File: config.mk
export PLATFORM = sky130hd
export DESIGN_NAME = piso_tx
export DESIGN_NICKNAME = d
export VERILOG_FILES = /design/src/rtl/piso_tx.sv
export SDC_FILE = /design/constraint.sdc
export NUM_CORES = 1
export LEC_CHECK = 0
export BUFFER_PORTS_ARGS = -buffer_cell sky130_fd_sc_hd__buf_2
export CORE_MARGIN = 10
export CORE_UTILIZATION = 50
export DETAILED_ROUTE_END_ITERATION = 8
export PLACE_DENSITY_LB_ADDON = 0.25
export SYNTH_ARGS = -nofsm -noshare
export SYNTH_HDL_FRONTEND = slang
export SYNTH_SLANG_ARGS = --single-unit
File: constraint.sdc
create_clock -name clk -period 1.8 [get_ports clk]
set_input_delay 0.09 -clock clk [delete_from_list [all_inputs] [get_ports clk]]
set_output_delay 0.09 -clock clk [all_outputs]
set_load 0.01 [all_outputs]
File: src/rtl/piso_tx.sv
// piso_tx: parallel-in / serial-out transmitter.
// Takes one N-bit word per valid/ready handshake and shifts it out one bit
// per clock on sdo. sdo_valid/sdo_last frame the bits for a downstream
// deserializer. A word accepted in the last-bit cycle follows with no gap.
module piso_tx #(
    parameter int N         = 8,
    parameter bit MSB_FIRST = 1'b1
) (
    input  logic         clk,
    input  logic         reset_n,
    input  logic [N-1:0] din,
    input  logic         din_valid,
    output logic         din_ready,
    output logic         sdo,
    output logic         sdo_valid,
    output logic         sdo_last,
    output logic         busy
);

    localparam int           CW   = (N > 1) ? $clog2(N) : 1;
    localparam logic [CW-1:0] LAST = CW'(N - 1);

    typedef enum logic {
        IDLE  = 1'b0,
        SHIFT = 1'b1
    } state_t;

    state_t        r_state,     w_state_nxt;
    logic [N-1:0]  r_shreg,     w_shreg_nxt;
    logic [CW-1:0] r_cnt,       w_cnt_nxt;
    logic          r_din_ready, w_din_ready_nxt;
    logic          r_sdo_valid, w_sdo_valid_nxt;
    logic          r_sdo_last,  w_sdo_last_nxt;
    logic          w_accept;
    logic [N-1:0]  w_shifted;

    assign w_accept = din_valid & r_din_ready;

    // Move the word one position toward the output end, filling with zero.
    // Both slices are legal for every N >= 2.
    assign w_shifted = MSB_FIRST ? {r_shreg[N-2:0], 1'b0}
                                 : {1'b0, r_shreg[N-1:1]};

    // The output-end bit of the shift register is the serial output. It is a
    // flop output, and the register holds zero whenever idle, so sdo stays 0.
    assign sdo       = MSB_FIRST ? r_shreg[N-1] : r_shreg[0];
    assign sdo_valid = r_sdo_valid;
    assign sdo_last  = r_sdo_last;
    assign busy      = r_sdo_valid;
    assign din_ready = r_din_ready;

    // State, datapath and registered strobes. Reset clears them asynchronously,
    // so a frame in flight is aborted immediately.
    always_ff @(posedge clk or negedge reset_n) begin
        if (!reset_n) begin
            r_state     <= IDLE;
            r_shreg     <= '0;
            r_cnt       <= '0;
            r_din_ready <= 1'b0;
            r_sdo_valid <= 1'b0;
            r_sdo_last  <= 1'b0;
        end else begin
            r_state     <= w_state_nxt;
            r_shreg     <= w_shreg_nxt;
            r_cnt       <= w_cnt_nxt;
            r_din_ready <= w_din_ready_nxt;
            r_sdo_valid <= w_sdo_valid_nxt;
            r_sdo_last  <= w_sdo_last_nxt;
        end
    end

    // Next-state logic. The strobes and din_ready are computed from the next
    // state, so they line up with the bit that appears on sdo.
    always_comb begin
        w_state_nxt = r_state;
        w_shreg_nxt = r_shreg;
        w_cnt_nxt   = r_cnt;

        case (r_state)
            IDLE: begin
                if (w_accept) begin
                    w_state_nxt = SHIFT;
                    w_shreg_nxt = din;
                    w_cnt_nxt   = '0;
                end
            end
            SHIFT: begin
                if (r_cnt == LAST) begin
                    if (w_accept) begin
                        // Back-to-back: the next word's first bit follows
                        // directly after this frame's last bit.
                        w_shreg_nxt = din;
                        w_cnt_nxt   = '0;
                    end else begin
                        w_state_nxt = IDLE;
                        w_shreg_nxt = '0;
                        w_cnt_nxt   = '0;
                    end
                end else begin
                    w_shreg_nxt = w_shifted;
                    w_cnt_nxt   = r_cnt + 1'b1;
                end
            end
            default: begin
                w_state_nxt = IDLE;
                w_shreg_nxt = '0;
                w_cnt_nxt   = '0;
            end
        endcase

        w_sdo_valid_nxt = (w_state_nxt == SHIFT);
        w_sdo_last_nxt  = (w_state_nxt == SHIFT) && (w_cnt_nxt == LAST);
        // Ready while idle, and during the last bit so the next word can chain.
        w_din_ready_nxt = (w_state_nxt == IDLE) || w_sdo_last_nxt;
    end

endmodule

; ---- After elaboration in Yosys (flattened, before gate mapping)
; Index checks and enable logic that the tools add are counted.
; W data, S select, Z words.
[classes]
addsub = 1
mul = 0
n_div = 0
magnitude_cmp = 0
eq_ne = 3
n_shift = 0
mux = 10
n_bitwise = 3
reduce_logical = 2
[ops]
columns = op, count
row1 = $mux W8, 3
row2 = $pmux W8 S2, 1
row3 = $eq A3 B3 Y1 const B, 2
row4 = $mux W3, 2
row5 = $pmux W3 S2, 1
row6 = $add A3 B1 Y3 const B, 1
row7 = $mux W1, 2
row8 = $ne A2 B2 Y1 const B, 1
row9 = $not A1 Y1, 2
row10 = $pmux W1 S2, 1
row11 = $and A1 B1 Y1, 1
row12 = $logic_and A1 B1 Y1, 1
row13 = $logic_or A1 B1 Y1, 1
[word_totals]
regBits = 14
latch_bits = 0
ramBits = 0
mem_bits_ro = 0
inputBits = 11
output_inout_bits = 5
word_cells = 24
n_memories = 0

; ---- Logic depth before layout (Yosys ltp)
; Gate-level depths: netlist (run 1).
[depth]
word_depth = 6
depth_mapped = 7

; ---- Worst setup path before layout (run 1)
; Ideal clock, no wire load.
[synth_path]
kind = reg2reg
startpoint = register r_cnt[0]
endpoint = register r_shreg[0]
setup_ns = 0.122
arrival_time_ns = 1.284
t_required_ns = 1.678
setup_slack_ns = 0.394
stages_incl_launch_ff = 6
synth_period_minus_slack_ns = 1.406
cell_sequence = dfrtp_1 ha_1 ha_1 buf_4 nand2b_4 a32o_1
[synth_via]
elab_chain_cells = 3
[synth_rtl]
columns = item, line_no
row1 = start: declaration, 30  ; logic [CW-1:0] r_cnt, w_cnt_nxt;
row2 = start signal: assignment, 65  ; r_cnt <= w_cnt_nxt;
row3 = $eq A3 B3 Y1, 88  ; if (r_cnt == LAST) begin
row4 = $mux W8, 88
row5 = $pmux W8 S2, 79  ; case (r_state)
row6 = end signal: assignment, 64  ; r_shreg <= w_shreg_nxt;
row7 = end: declaration, 29  ; logic [N-1:0] r_shreg, w_shreg_nxt;
; Every way passes these cells.
; A chain may end at the register's enable or synchronous reset.

; ---- Final worst setup path (run 1)
; Same ends and word-level chain as after synthesis.

==> results.json, run 1 <==
{
  "core_um2": 1300,
  "htreeDepth": 1,
  "routed_wl_um": 1390,
  "drc": 0,
  "whs_ps": 52.6,
  "grt_pass1_vias": 521,
  "ctsResizeCount": 0,
  "drv_slew": 0,
  "min_period_over_period": 0.846,
  "layout-drive-gt1-share": 0.320,
  "pwr-share-comb": 0.396,
  "die_area_um2": 3270,
  "path_class": "flop to flop",
  "yosysTopAreaCell": "dfrtp_1",
  "synth_top_area_frac": 0.506,
  "route.vias.total": 516,
  "insertedDiodeCount": 0,
  "crit_path_start_kind": "flop",
  "viasPerCell": 5.73,
  "synth_area_um2": 692,
  "layout_min_cycle_time_ps": 1520,
  "fp.dieW_um": 57.2,
  "finalNetCount": 89,
  "powerDensity_nw_per_um2": 1600,
  "initial_core_util": 0.532,
  "die_y_um": 57.2,
  "grt.overflow.total": 0,
  "clock_tree.buffer_depth": 2,
  "power_frac_seq": 0.423,
  "final_common_cell": "buf_2",
  "place_congestion": 0.779,
  "max_cap_violations": 0,
  "syn_nets": 75,
  "rsz0062_at_grt": "false",
  "avgSynthCellArea_um2": 11.2,
  "yosysSeqAreaShare": 0.506,
  "clock_skew_ps": 5.25,
  "p_int_uw": 772,
  "synth-seq-cells": 14,
  "yosysWarnings": 0,
  "clock_latency_ps": 280,
  "hpwlAfterDp_um": 1030,
  "leakage_uw": 0.000406,
  "synthArstFlopShare": 1.00,
  "cts_tree": "yes",
  "synth_edf_count": 0,
  "power_switching_uw": 464,
  "syn_inst": 62,
  "grt_use_total": 0.0887,
  "grt_antenna_before_repair": 0,
  "grt_max_degree": 15,
  "hold_viol_final": 0,
  "port_buffers": 15,
  "wl_per_cell_um": 15.5,
  "hold_path_class": "primary input to flop",
  "relSlewSlack": 0.726,
  "tns_ps": 0,
  "drtIter0Drc": 8,
  "cp.required_ps": 1970,
  "path_clk_slew_ps": 90,
  "sw_frac_of_total": 0.375,
  "drt-pass1-iter-count": 4,
  "ir_drop_v": 0.000907,
  "root_buffer": "clkbuf_4",
  "cp.arrival_ps": 1690,
  "area.growth.synth_to_final_pct": 11.8,
  "num_rows": 13,
  "final_cell_mix": "buf_2, dfrtp_1, nand2_1",
  "io_pins": 16,
  "achievable-frequency_mhz": 656,
  "n_fill_cell": 115,
  "synth_ff_type": "dfrtp_1",
  "setup-violations-final": 0,
  "clock-sinks": 14,
  "ys_types": 19,
  "grt_first_pass_wirelength_um": 2360,
  "cts_made_buffers": 3,
  "critPathMaxFanout": 10,
  "worst_setup_path_end_kind": "flop",
  "synth.area.top_cells": "dfrtp_1, a32oi_1, o211ai_1",
  "status": "finished clean",
  "postRouteAntennaNets": 0,
  "pwr-share-clk": 0.182,
  "tightest_slew_ps": 411
}
[per-stage QoR]
| stage | util | instance area [um2] | total power [uW] | setup slack, ps | std cells |
|---|---|---|---|---|---|
| after detailed placement | 0.559 | 727 | 1020 | 288 | 85 |
| after global routing | 0.594 | 773 | 1350 | 236 | 90 |
| after global placement | 0.559 | 727 | 1010 | 334 | 85 |
| after CTS | 0.594 | 773 | 1250 | 274 | 90 |
| final | 0.594 | 773 | 1240 | 277 | 90 |
| after floorplan | - | 692 | 962 | 394 | 62 |
[power by group through the flow]
stage	Sequential (uW)	Clock, uW	Combinational (uW)
floorplan	514	0	448
global placement	528	0	479
detailed placement	528	0	491
CTS	523	229	495
global route	542	248	561
finish	523	224	489
[path summary, 6_finish.rpt]
kind / start / endpoint / slack (ps) / depth (start not counted)
worst min register to register: r_shreg[5]$_DFFE_PN0P_ / r_shreg[6]$_DFFE_PN0P_ / 490 / 2
worst max-delay path: r_cnt[0]$_DFF_PN0_ / r_shreg[0]$_DFFE_PN0P_ / 280 / 4
worst min-delay path: din[7] / r_shreg[7]$_DFFE_PN0P_ / 50 / 3
min in group asynchronous: reset_n / r_shreg[1]$_DFFE_PN0P_ / 220 / 2
worst max register to register: r_cnt[0]$_DFF_PN0_ / r_shreg[0]$_DFFE_PN0P_ / 280 / 4
max in group asynchronous: reset_n / r_shreg[5]$_DFFE_PN0P_ / 1340 / 2
[cells by family (layout without fill, tap and decap cells)]
| logic type | Yosys count | after routing | share of synthesized area |
|---|---|---|---|
| flops | 14 | 14 | 0.506 |
| compound gates | 19 | 19 | 0.217 |
| simple gates | 19 | 19 | 0.150 |
| buf+inv | 8 | 21 | 0.0904 |
| fa+ha+maj | 2 | 2 | 0.0362 |
[state kept, by name (all words and copies together) (netlist names)]
signal     flops
busy           1
sdo_last       1
r_cnt          3
din_ready      1
r_shreg        8
[area by class of cell]
| class | instances | area [um2] | area share |
|---|---|---|---|
| clock buffers | 4 | 36.3 | 0.0469 |
| inverters | 1 | 3.75 | 0.00485 |
| multi-input cells | 40 | 279 | 0.361 |
| flip-flops and latches | 14 | 350 | 0.453 |
| well taps | 15 | 18.8 | 0.0243 |
| repair buffers | 16 | 85.1 | 0.110 |
[cells in the mapped netlist, types with 2 or more instances]
library cell  count
dfrtp_1          14
o21ai_0           2
a32oi_1           7
nand2_1          13
buf_6             3
buf_4             2
o211ai_1          7
buf_2             2
ha_1              2
[routing by layer]
metal	global-route usage	vias to the layer above	share of wire
met3	0.0332	4	0.051
met5	0	-	0
met4	0.0403	0	0.019
met1	0.120	245	0.48
met2	0.121	12	0.45
li1	-	255	-
[critical path: stages (launching register included)]
cell	delay [ps]
dfrtp_1	410
ha_1	210
ha_1	320
nand2b_4	210
a32o_1	270
[repair_timing]
| action | 4_1_cts | 5_1_grt |
|---|---|---|
| buffers inserted | 0 | 0 |
| hold endpoints to repair | 14 | 0 |
| hold buffers | 1 | 0 |
| endpoints found under the setup margin | 0 | 0 |
Power figures use the tool's default switching activity.
==> inputs of run 2 (changes only) <==
--- a/config.mk
+++ b/config.mk
@@ -5,9 +5,10 @@
 export SDC_FILE = /design/constraint.sdc
 export NUM_CORES = 1
 export LEC_CHECK = 0
+export ABC_AREA = 1
 export BUFFER_PORTS_ARGS = -buffer_cell sky130_fd_sc_hd__buf_2
 export CORE_MARGIN = 10
-export CORE_UTILIZATION = 50
+export CORE_UTILIZATION = 44
 export DETAILED_ROUTE_END_ITERATION = 8
 export PLACE_DENSITY_LB_ADDON = 0.25
 export SYNTH_ARGS = -nofsm -noshare
==> constraint.sdc (replaced) <==
create_clock -name clk -period 1.2 [get_ports clk]
set_input_delay 0.06 -clock clk [delete_from_list [all_inputs] [get_ports clk]]
set_output_delay 0.06 -clock clk [all_outputs]
set_load 0.01 [all_outputs]
==> results.json, run 2 <==
{
  "status": "complete, but fails checks",
  "violations": "negative setup slack",
  "synthTopCellsByCount": "nand2_1, dfrtp_1, nand3_1",
  "synthArstFlopShare": 1.00,
  "grt_first_pass_wirelength_um": 2500,
  "synth_top_area_frac": 0.556,
  "tightest_slew_ps": 309,
  "grt_pass1_vias": 543,
  "r2r_cells": 6,
  "avgSynthCellArea_um2": 9.14,
  "cts_made_buffers": 3,
  "final_common_cell": "nand2_1",
  "drv_slew": 0,
  "clock_latency_ps": 270,
  "synth.area.top_cells": "dfrtp_1, nand2_1, nand3_1",
  "rsz0062_at_grt": "true",
  "achievable-frequency_mhz": 802,
  "io_pins": 16,
  "final_cell_mix": "nand2_1, buf_2, dfrtp_1",
  "design_area_um2": 930,
  "ir_drop_v": 0.00120,
  "largest_reg_flops": 8,
  "synth_area_um2": 631,
  "reg_top3": "r_shreg (8), r_cnt (3)",
  "path_class": "flop to flop",
  "port_buffers": 15,
  "clock-sinks": 14,
  "htreeDepth": 1,
  "largest-register": "r_shreg",
  "die_area_um2": 3350,
  "cp.arrival_ps": 1410,
  "critPathMaxFanout": 8,
  "relSlewSlack": 0.794,
  "max_cap_violations": 0,
  "drc": 0,
  "finalNetCount": 116,
  "synth_edf_count": 0,
  "yosysWarnings": 0,
  "syn_nets": 82,
  "syn_inst": 69,
  "path_clk_slew_ps": 90,
  "min_period_over_period": 1.04,
  "grt_use_total": 0.0911,
  "synth_ff_type": "dfrtp_1",
  "cts_tree": "yes",
  "die_y_um": 57.9,
  "whs_ps": 186,
  "insertedDiodeCount": 0,
  "yosysSeqAreaShare": 0.556,
  "place_area_um2": 737,
  "hold_path_class": "primary input to asynchronous set/reset pin",
  "n_fill_cell": 105,
  "crit_path_start_kind": "flop",
  "initial_core_util": 0.473,
  "multiInputGateArea_um2": 304,
  "fin_ws_ps": -47.1,
  "route.vias.total": 560,
  "grt_antenna_before_repair": 0,
  "area.growth.synth_to_final_pct": 47.4,
  "core_um2": 1330,
  "fp.dieW_um": 57.9,
  "clock_skew_ps": 9.08,
  "clock_tree.buffer_depth": 2,
  "drt-pass1-iter-count": 4,
  "stdcell_count": 116,
  "grt_max_degree": 15,
  "wl_per_cell_um": 12.6,
  "hpwlAfterDp_um": 991,
  "leakage_uw": 0.000497,
  "postRouteAntennaNets": 0,
  "root_buffer": "clkbuf_4",
  "viasPerCell": 4.83,
  "routed_wl_um": 1460,
  "synth-seq-cells": 14,
  "dpl_worst_slack_ps": -49.0,
  "post-place-cells": 100,
  "tns_ps": -177,
  "ys_types": 12,
  "setup-violations-final": 9,
  "layout-drive-gt1-share": 0.426,
  "layout_min_cycle_time_ps": 1250,
  "synth_most_common_cell": "nand2_1",
  "yosysTopAreaCell": "dfrtp_1",
  "drtIter0Drc": 14,
  "num_rows": 13,
  "cp.required_ps": 1360,
  "worst_setup_path_end_kind": "flop",
  "hold_viol_final": 0,
  "grt.overflow.total": 0,
  "powerDensity_nw_per_um2": 2210,
  "place_congestion": 0.804,
  "seq_area_um2": 350
}
-- run 2: changes by cell type in the layout (fill, tap and decap cells not counted), sizes merged, moves of 2 or more --
| cell | change |
|---|---|
| a32oi | -7 |
| o21ai | -2 |
| inv | +2 |
| dlygate4sd3 | +8 |
| buf | +6 |
| o211ai | -7 |
| nand2 | +19 |
| nand3 | +11 |
| nor2 | +4 |
-- run 2: per-layer routing --
metal / vias up / part of all wire / track usage
met3: 0 / 0.081 / 0.0327
met1: 257 / 0.43 / 0.118
met2: 15 / 0.48 / 0.141
met5: - / 0 / 0
met4: 0 / 0 / 0.0201
li1: 288 / - / -
-- run 2: area by class of cell --
| class | instances | area share |
|---|---|---|
| sequential | 14 | 0.377 |
| clock buffer | 3 | 0.0242 |
| timing repair buffer | 30 | 0.240 |
| inverter | 3 | 0.0121 |
| multi-input combinational | 51 | 0.327 |
| tap | 15 | 0.0202 |
-- run 2: cell families (layout without fill, tap and decap cells) --
group,count (synthesis),count (layout),share of synthesized area
adder cells (fa/ha/maj),2,2,0.0397
flip-flops,14,14,0.556
AND/OR/NAND/NOR,49,49,0.375
buffers and inverters,4,36,0.0298
-- run 2: final timing paths --
kind	startpoint	to	slack, ps
worst max-delay path	r_cnt[1]$_DFF_PN0_	r_shreg[1]$_DFFE_PN0P_	-50
worst min-delay path	reset_n	r_shreg[7]$_DFFE_PN0P_	190
worst max register to register	r_cnt[1]$_DFF_PN0_	r_shreg[1]$_DFFE_PN0P_	-50
worst min register to register	r_shreg[0]$_DFFE_PN0P_	r_shreg[0]$_DFFE_PN0P_	500
max in group asynchronous	reset_n	r_shreg[0]$_DFFE_PN0P_	770
min in group clk	din_valid	r_cnt[1]$_DFF_PN0_	190
-- run 2: metrics by stage --
stage	power [uW]	utilization
CTS	1980	0.669
floorplan	1290	-
detailed placement	1540	0.553
global route	2230	0.697
finish	2050	0.697
global placement	1520	0.553
-- run 2: power by group --
part | leakage (uW) | switching (uW) | internal (uW)
logic | 0.000302 | 548 | 494
registers | 0.000182 | 103 | 645
clock network | 0.0000138 | 146 | 116
total | 0.000497 | 797 | 1260
-- run 2: worst max-delay path, cell delays in order, from the launching register on --
cell	delay (ps)
dfrtp_1	390
ha_2	190
ha_4	180
nor2_8	140
nor2_4	80
nand2_1	80
nand3_1	70
-- run 2: repair_timing --
item,4_1_cts,5_1_grt
setup buffers,2,2
hold buffers,9,0
cloned,0,0
setup endpoints to repair,10,10
gates resized for setup,3,5
pin swaps,1,4
hold endpoints to repair,22,0
==> inputs of run 3 (changes only) <==
--- a/config.mk
+++ b/config.mk
@@ -11,6 +11,7 @@
 export CORE_UTILIZATION = 44
 export DETAILED_ROUTE_END_ITERATION = 8
 export PLACE_DENSITY_LB_ADDON = 0.25
+export SETUP_SLACK_MARGIN = 0.05
 export SYNTH_ARGS = -nofsm -noshare
 export SYNTH_HDL_FRONTEND = slang
 export SYNTH_SLANG_ARGS = --single-unit
==> results.json, run 3 (synthesized netlist as in run 2, its figures left out) <==
{
  "hold_viol_final": 0,
  "multiInputGateArea_um2": 292,
  "layout-drive-gt1-share": 0.400,
  "core_um2": 1330,
  "rsz0062_at_grt": "true",
  "final_util": 0.687,
  "postRouteAntennaNets": 0,
  "drc": 0,
  "routed_wl_um": 1330,
  "grt_first_pass_wirelength_um": 2270,
  "drt-pass1-iter-count": 4,
  "crit_path_start_kind": "flop",
  "clock-sinks": 14,
  "hold_path_class": "primary input to flop",
  "whs_ps": 175,
  "critPathMaxFanout": 8,
  "root_buffer": "clkbuf_4",
  "initial_core_util": 0.473,
  "cts_made_buffers": 3,
  "post-place-cells": 101,
  "grt_max_degree": 15,
  "min_period_over_period": 1.01,
  "port_buffers": 15,
  "cts_tree": "yes",
  "ir_drop_v": 0.00120,
  "grt_pass1_vias": 514,
  "wl_per_cell_um": 11.5,
  "grt_antenna_before_repair": 0,
  "final_common_cell": "nand2_1",
  "stdcell_count": 115,
  "path_clk_slew_ps": 90,
  "num_rows": 13,
  "worst_setup_path_end_kind": "flop",
  "route.vias.total": 537,
  "relSlewSlack": 0.787,
  "io_pins": 16,
  "place_congestion": 0.718,
  "finalNetCount": 114,
  "fin_ws_ps": -6.44,
  "reg_top3": "r_shreg (8), r_cnt (3)",
  "setup-violations-final": 2,
  "powerDensity_nw_per_um2": 2240,
  "drtIter0Drc": 9,
  "cp.arrival_ps": 1380,
  "hpwlAfterDp_um": 958,
  "drv_slew": 0,
  "clock_tree.buffer_depth": 2,
  "max_cap_violations": 0,
  "htreeDepth": 1,
  "tns_ps": -9.79,
  "grt.overflow.total": 0,
  "tightest_slew_ps": 320,
  "insertedDiodeCount": 0,
  "largest-register": "r_shreg",
  "viasPerCell": 4.67,
  "die_y_um": 57.9,
  "n_fill_cell": 100,
  "die_area_um2": 3350,
  "seq_area_um2": 350,
  "status": "complete, but fails checks",
  "path_class": "flop to flop",
  "achievable-frequency_mhz": 829,
  "cp.required_ps": 1370,
  "grt_use_total": 0.0837,
  "layout_min_cycle_time_ps": 1210,
  "area.growth.synth_to_final_pct": 45.2,
  "clock_skew_ps": 3.83,
  "clock_latency_ps": 280,
  "leakage_uw": 0.000477,
  "final_cell_mix": "nand2_1, buf_2, dfrtp_1",
  "violations": "negative setup slack",
  "fp.dieW_um": 57.9,
  "largest_reg_flops": 8
}
-- run 3: what timing repair did --
action / in CTS / in global routing
hold buffers: 9 / 0
gates resized for setup: 1 / 4
buffers inserted: 1 / 0
pin swaps: 4 / 3
endpoints found under the setup margin: 10 / 10
endpoints found under the hold margin: 22 / 0
-- run 3: critical path, cell delays in order, from the launching register on --
cell,delay (ps)
dfrtp_1,400
ha_2,190
ha_4,180
nor2_8,130
nor2_4,80
nand2_1,80
nand3_2,50
-- run 3: metrics by stage --
| step | worst slack, ps | total power (uW) | instance area, um2 |
|---|---|---|---|
| 2_1_floorplan | 47.0 | 1320 | 646 |
| 3_3_place_gp | -6.47 | 1630 | 767 |
| 3_5_place_dp | -4.79 | 1640 | 767 |
| 4_1_cts | -8.32 | 2040 | 903 |
| 5_1_grt | -63.0 | 2200 | 916 |
| 6_report | -6.44 | 2050 | 916 |
-- run 3: path summary, 6_finish.rpt --
check / cells past startpoint / endpoint / slack [ps] / from
min in group asynchronous: 2 / r_shreg[0]$_DFFE_PN0P_ / 200 / reset_n
min: 4 / r_cnt[2]$_DFF_PN0_ / 170 / din_valid
max reg2reg: 6 / r_shreg[3]$_DFFE_PN0P_ / -6 / r_cnt[0]$_DFF_PN0_
max: 6 / r_shreg[3]$_DFFE_PN0P_ / -6 / r_cnt[0]$_DFF_PN0_
min reg2reg: 2 / r_shreg[6]$_DFFE_PN0P_ / 500 / r_shreg[6]$_DFFE_PN0P_
max in group asynchronous: 2 / r_cnt[1]$_DFF_PN0_ / 760 / reset_n
-- run 3: power breakdown --
group / total, uW / leakage [uW] / internal, uW / switching [uW]
Clock: 340 / 0.0000210 / 184 / 156
Combinational: 958 / 0.000274 / 444 / 514
Sequential: 752 / 0.000182 / 645 / 107
Total: 2050 / 0.000477 / 1270 / 777
-- run 3: cell type report --
class                      instances  share of cell area
clock buffer                       4              0.0396
inverter                           3              0.0123
multi-input combinational         51               0.318
sequential                        14               0.383
tap                               15              0.0205
timing repair buffer              28               0.227
-- run 3: per-layer routing --
layer  GRT usage  share of wire
met1       0.107           0.48
met2       0.124           0.45
met4      0.0403         0.0090
met3      0.0261          0.060
met5           0              0
